**src/rtl/divider_seq_ctrl_pkg.sv**
```systemverilog
// Shared types and constants for the sequential divider controller.
package divider_seq_ctrl_pkg;

    localparam int unsigned WIDTH = 4;
    localparam int unsigned CNT_W = 2;

    localparam logic [WIDTH-1:0] DBZ_QUOTIENT = 4'hF;

    typedef enum logic [1:0] {
        ST_IDLE = 2'd0,
        ST_RUN  = 2'd1,
        ST_DONE = 2'd2
    } state_t;

endpackage : divider_seq_ctrl_pkg

```
**src/rtl/adder_subtractor.sv**
```systemverilog
// 4-bit ripple adder/subtractor: mode=0 gives a+b, mode=1 gives a-b (cout=1 means no borrow).
module adder_subtractor (
    input  logic [3:0] a,
    input  logic [3:0] b,
    input  logic       mode,
    output logic [3:0] s,
    output logic       cout
);

    logic [3:0] b_x;
    logic [4:0] c;

    assign b_x  = b ^ {4{mode}};
    assign c[0] = mode;

    // Ripple full-adder chain
    for (genvar i = 0; i < 4; i++) begin : g_fa
        assign s[i]   = a[i] ^ b_x[i] ^ c[i];
        assign c[i+1] = (a[i] & b_x[i]) | (c[i] & (a[i] ^ b_x[i]));
    end

    assign cout = c[4];

endmodule : adder_subtractor

```
**src/rtl/divider_seq_ctrl.sv**
```systemverilog
// Restoring 4-bit unsigned divider, one quotient bit per clock using a shared subtractor.
module divider_seq_ctrl
    import divider_seq_ctrl_pkg::*;
(
    input  logic             clk,
    input  logic             rst_n,
    input  logic             start,
    input  logic [WIDTH-1:0] dividend,
    input  logic [WIDTH-1:0] divisor,
    output logic             busy,
    output logic             done,
    output logic [WIDTH-1:0] quotient,
    output logic [WIDTH-1:0] remainder,
    output logic             div_by_zero
);

    state_t             state_q;
    logic [WIDTH-1:0]   r_q;
    logic [WIDTH-1:0]   q_q;
    logic [WIDTH-1:0]   d_q;
    logic [CNT_W-1:0]   cnt_q;

    logic [WIDTH-1:0]   rs;
    logic               msb;
    logic [WIDTH-1:0]   diff;
    logic               no_borrow;
    logic               ge;
    logic [WIDTH-1:0]   r_d;
    logic [WIDTH-1:0]   q_d;

    // Shared subtractor permanently in subtract mode: diff = Rs - D
    adder_subtractor u_sub (
        .a    (rs),
        .b    (d_q),
        .mode (1'b1),
        .s    (diff),
        .cout (no_borrow)
    );

    // One restoring step; a shifted-out msb means the partial remainder is >= 16 > D
    always_comb begin
        rs  = {r_q[WIDTH-2:0], q_q[WIDTH-1]};
        msb = r_q[WIDTH-1];
        ge  = msb | no_borrow;
        r_d = ge ? diff : rs;
        q_d = {q_q[WIDTH-2:0], ge};
    end

    // Controller FSM with iteration registers and registered results
    always_ff @(posedge clk) begin
        if (!rst_n) begin
            state_q     <= ST_IDLE;
            r_q         <= '0;
            q_q         <= '0;
            d_q         <= '0;
            cnt_q       <= '0;
            busy        <= 1'b0;
            done        <= 1'b0;
            quotient    <= '0;
            remainder   <= '0;
            div_by_zero <= 1'b0;
        end else begin
            done <= 1'b0;
            case (state_q)
                ST_IDLE: begin
                    if (start) begin
                        busy <= 1'b1;
                        if (divisor == '0) begin
                            quotient    <= DBZ_QUOTIENT;
                            remainder   <= dividend;
                            div_by_zero <= 1'b1;
                            done        <= 1'b1;
                            state_q     <= ST_DONE;
                        end else begin
                            q_q     <= dividend;
                            d_q     <= divisor;
                            r_q     <= '0;
                            cnt_q   <= '0;
                            state_q <= ST_RUN;
                        end
                    end
                end
                ST_RUN: begin
                    r_q   <= r_d;
                    q_q   <= q_d;
                    cnt_q <= cnt_q + CNT_W'(1);
                    if (cnt_q == CNT_W'(WIDTH - 1)) begin
                        quotient    <= q_d;
                        remainder   <= r_d;
                        div_by_zero <= 1'b0;
                        done        <= 1'b1;
                        state_q     <= ST_DONE;
                    end
                end
                ST_DONE: begin
                    busy    <= 1'b0;
                    state_q <= ST_IDLE;
                end
                default: begin
                    busy    <= 1'b0;
                    state_q <= ST_IDLE;
                end
            endcase
        end
    end

endmodule : divider_seq_ctrl

```
**config.mk**
```make
export PLATFORM = sky130hd
export DESIGN_NAME = divider_seq_ctrl
export DESIGN_NICKNAME = d
export VERILOG_FILES = /design/src/rtl/divider_seq_ctrl_pkg.sv /design/src/rtl/adder_subtractor.sv /design/src/rtl/divider_seq_ctrl.sv
export SDC_FILE = /design/constraint.sdc
export NUM_CORES = 1
export LEC_CHECK = 0
export CAP_MARGIN = 5
export CORE_MARGIN = 10
export CORE_UTILIZATION = 30
export DETAILED_ROUTE_END_ITERATION = 6
export GPL_ROUTABILITY_DRIVEN = 0
export HOLD_SLACK_MARGIN = 0.12
export SETUP_SLACK_MARGIN = 0.2
export SLEW_MARGIN = 25
export SYNTH_ARGS = -nofsm -noshare
export SYNTH_HDL_FRONTEND = slang
export SYNTH_SLANG_ARGS = --single-unit
export TNS_END_PERCENT = 5
```
**constraint.sdc**
```tcl
create_clock -name clk -period 2.8 [get_ports clk]
set_input_delay 0.42 -clock clk [delete_from_list [all_inputs] [get_ports clk]]
set_output_delay 0.42 -clock clk [all_outputs]
set_load 0.01 [all_outputs]
```
==> flow_summary.json <==
{
  "min_path_cells": 2,
  "fin_skew_ps": 5.746,
  "fin_crit_sh": 0.9048,
  "pwr-share-comb": 0.208,
  "p_int_mw": 0.5910,
  "seqPwrFrac": 0.524,
  "layout_commonest_cell": "dfxtp_1",
  "io_pins": 22,
  "cts_root_buffer": "clkbuf_8",
  "dp.cells": 188,
  "die_area_um2": 6924,
  "pwr_density_cell_nw_per_um2": 527.0,
  "max-slew-margin-rel": 0.5399,
  "power_switching_mw": 0.2226,
  "crit_end": "remainder[1]$_SDFFE_PN0P_",
  "wl_per_cell_um": 15.22,
  "finalSetupViolations": 0,
  "critPathKind": "reg2reg",
  "grt_pass1_vias": 973,
  "drive_above_1_share": 0.1597,
  "antenna_found_initial": 0,
  "clk_pin_slew_ps": 90,
  "cp.required_ps": 3000,
  "cts-buffers-inserted": 3,
  "worstSetupEndpointType": "flip-flop",
  "cap_violations": 0,
  "dieHeight_um": 83.21,
  "rows": 22,
  "swShare": 0.2736,
  "vias": 983,
  "cts_tree": "done",
  "synth_nets": 140,
  "leakagePower_nw": 0.5633,
  "cp.arrival_ps": 2740,
  "pwr-share-clk": 0.268,
  "via_per_inst": 5.120,
  "cts_setup_buffers": 0,
  "finalWorstSetupSlack_ps": 266.6,
  "syn-cell-area_um2": 1199,
  "cts_hold_buf": 0,
  "wirelength_um": 2923,
  "dp_hpwl_um": 2141,
  "ys_seq_elements": 27,
  "ant_nets": 0,
  "yosys.cell_types.count": 28,
  "ys.warnings.count": 0,
  "rsz0062_at_grt": "yes",
  "cp-start-kind": "flip-flop",
  "path_max_fanout": 5,
  "r2r-end": "remainder[1]$_SDFFE_PN0P_",
  "final.setup.tns_ps": 0,
  "startpoint": "q_q[3]$_SDFFE_PN0P_",
  "final_max_slew_viol_count": 0,
  "fin_nets": 161,
  "dr.pass1.iters": 4,
  "min_path_type": "reg2reg",
  "dp_slack_ps": 112.2,
  "grt_pass1_wl_um": 4885,
  "multi_input_area_um2": 645.6,
  "n_fill_cell": 368,
  "die_w_um": 83.21,
  "core_area_um2": 3771,
  "grt_max_degree": 20,
  "grt.total_usage": 0.08160,
  "register_area_um2": 541.8,
  "syn-instance-count": 124,
  "synth_seq_area_share": 0.4509,
  "ir_worst_vdd_mv": 0.2679,
  "drt_iter0_drc": 93,
  "finalHoldWorstSlack_ps": 484.4,
  "htreeDepth": 1,
  "outcome": "complete, no violations",
  "drcViolationCount": 0,
  "finalHoldViolCount": 0,
  "fin_crit_ps": 2533,
  "final_cell_mix": "dfxtp_1, clkdlybuf4s50_1, nor2_1, a21oi_1, nand2_1",
  "cts.sink_count": 27,
  "grt-ovfl-total": 0,
  "start_util": 0.3179,
  "antenna_cells": 0,
  "reg2reg_from": "q_q[3]$_SDFFE_PN0P_",
  "clkLatencyLatePin_ps": 270,
  "synth_area_per_cell_um2": 9.667,
  "worst_pin_slew_ps": 690.2,
  "io_buffers": 21,
  "max_freq_mhz": 394.7,
  "final_core_util": 0.4094,
  "syn2layout_area_growth_pct": 28.81,
  "r2r_setup_slack_ps": 270,
  "cts_buffer_depth": 2,
  "final_cells": 192,
  "reg2reg_depth": 9
}
cell usage after synthesis (all sizes together):
cell type	instances	area share
a211oi	8	0.050
a21oi	11	0.046
a22oi	3	0.019
and2	1	0.0052
buf	5	0.026
clkbuf	2	0.0063
dfxtp	27	0.45
fa	3	0.050
ha	2	0.021
inv	7	0.022
mux2	1	0.0094
mux2i	3	0.025
nand2	8	0.025
nand2b	3	0.016
nand3b	1	0.0063
nand4b	1	0.0073
nor2	12	0.038
nor3	1	0.0042
nor3b	7	0.044
o211a	1	0.0084
o21a	3	0.019
o21ai	7	0.029
o221a	3	0.028
o22ai	1	0.0052
o41ai	2	0.030
or4	1	0.0094
layer usage:
metal,track usage,vias up,share of wire
li1,-,486,-
met3,0.02148,4,0.052
met4,0.03231,0,0.016
met1,0.1012,468,0.46
met5,0,-,0
met2,0.1299,25,0.47
timing repair:
item / 4_1_cts / 5_1_grt
endpoints found under the setup margin: 3 / 10
pin swaps: 0 / 9
gates resized for setup: 1 / 12
cells by family after synthesis:
group	share of synthesized area
flops	0.4509
buf+inv	0.05429
fa+ha+maj	0.07098
mux	0.03445
compound gates	0.2349
simple gates	0.1545
per-stage QoR:
| stage | instance area (µm²) | power, mW |
|---|---|---|
| after global routing | 1544 | 0.8631 |
| after floorplan | 1199 | 0.5259 |
| final | 1544 | 0.8137 |
| after global placement | 1445 | 0.5723 |
| after CTS | 1495 | 0.7987 |
| after detailed placement | 1445 | 0.5776 |
power groups by stage:
| stage | clock [mW] | combinational [mW] | sequential [mW] |
|---|---|---|---|
| detailed placement | 0 | 0.145 | 0.433 |
| CTS | 0.225 | 0.149 | 0.424 |
| finish | 0.218 | 0.169 | 0.427 |
| global placement | 0 | 0.140 | 0.432 |
| floorplan | 0 | 0.0959 | 0.430 |
| global route | 0.244 | 0.189 | 0.430 |
registers in the layout, summed over array words and instances (netlist names):
register / flops
d_q: 4
q_q: 4
quotient: 4
r_q: 4
remainder: 4
cnt_q: 2
state_q: 2
busy: 1
div_by_zero: 1
done: 1
critical path, cell delays in order (launching register included):
cell and delay (ps):
dfxtp_2 360, inv_2 50, ha_4 150, fa_2 390
fa_2 420, fa_2 440, nor3b_4 170, a211oi_2 280
a21oi_1 70, a21oi_1 140
how the worst min path moves through the flow:
| stage | slack, ps | start | end |
|---|---|---|---|
| after CTS | 490 | cnt_q[1]$_SDFFE_PN0P_ | cnt_q[1]$_SDFFE_PN0P_ |
| after detailed placement | 480 | cnt_q[1]$_SDFFE_PN0P_ | cnt_q[1]$_SDFFE_PN0P_ |
| after global placement | 460 | cnt_q[1]$_SDFFE_PN0P_ | cnt_q[1]$_SDFFE_PN0P_ |
| final | 480 | cnt_q[1]$_SDFFE_PN0P_ | cnt_q[1]$_SDFFE_PN0P_ |
| after global routing | 530 | quotient[0]$_SDFFE_PN0P_ | quotient[0]$_SDFFE_PN0P_ |
| after floorplan | 440 | d_q[0]$_SDFFE_PN0P_ | d_q[0]$_SDFFE_PN0P_ |
cell type report:
type	count	area share
multi-input cells	83	0.4182
flip-flops and latches	27	0.3509
repair buffers	23	0.1459
well taps	48	0.03890
clock buffers	4	0.02917
inverters	7	0.01702
Power figures use the tool's default switching activity.
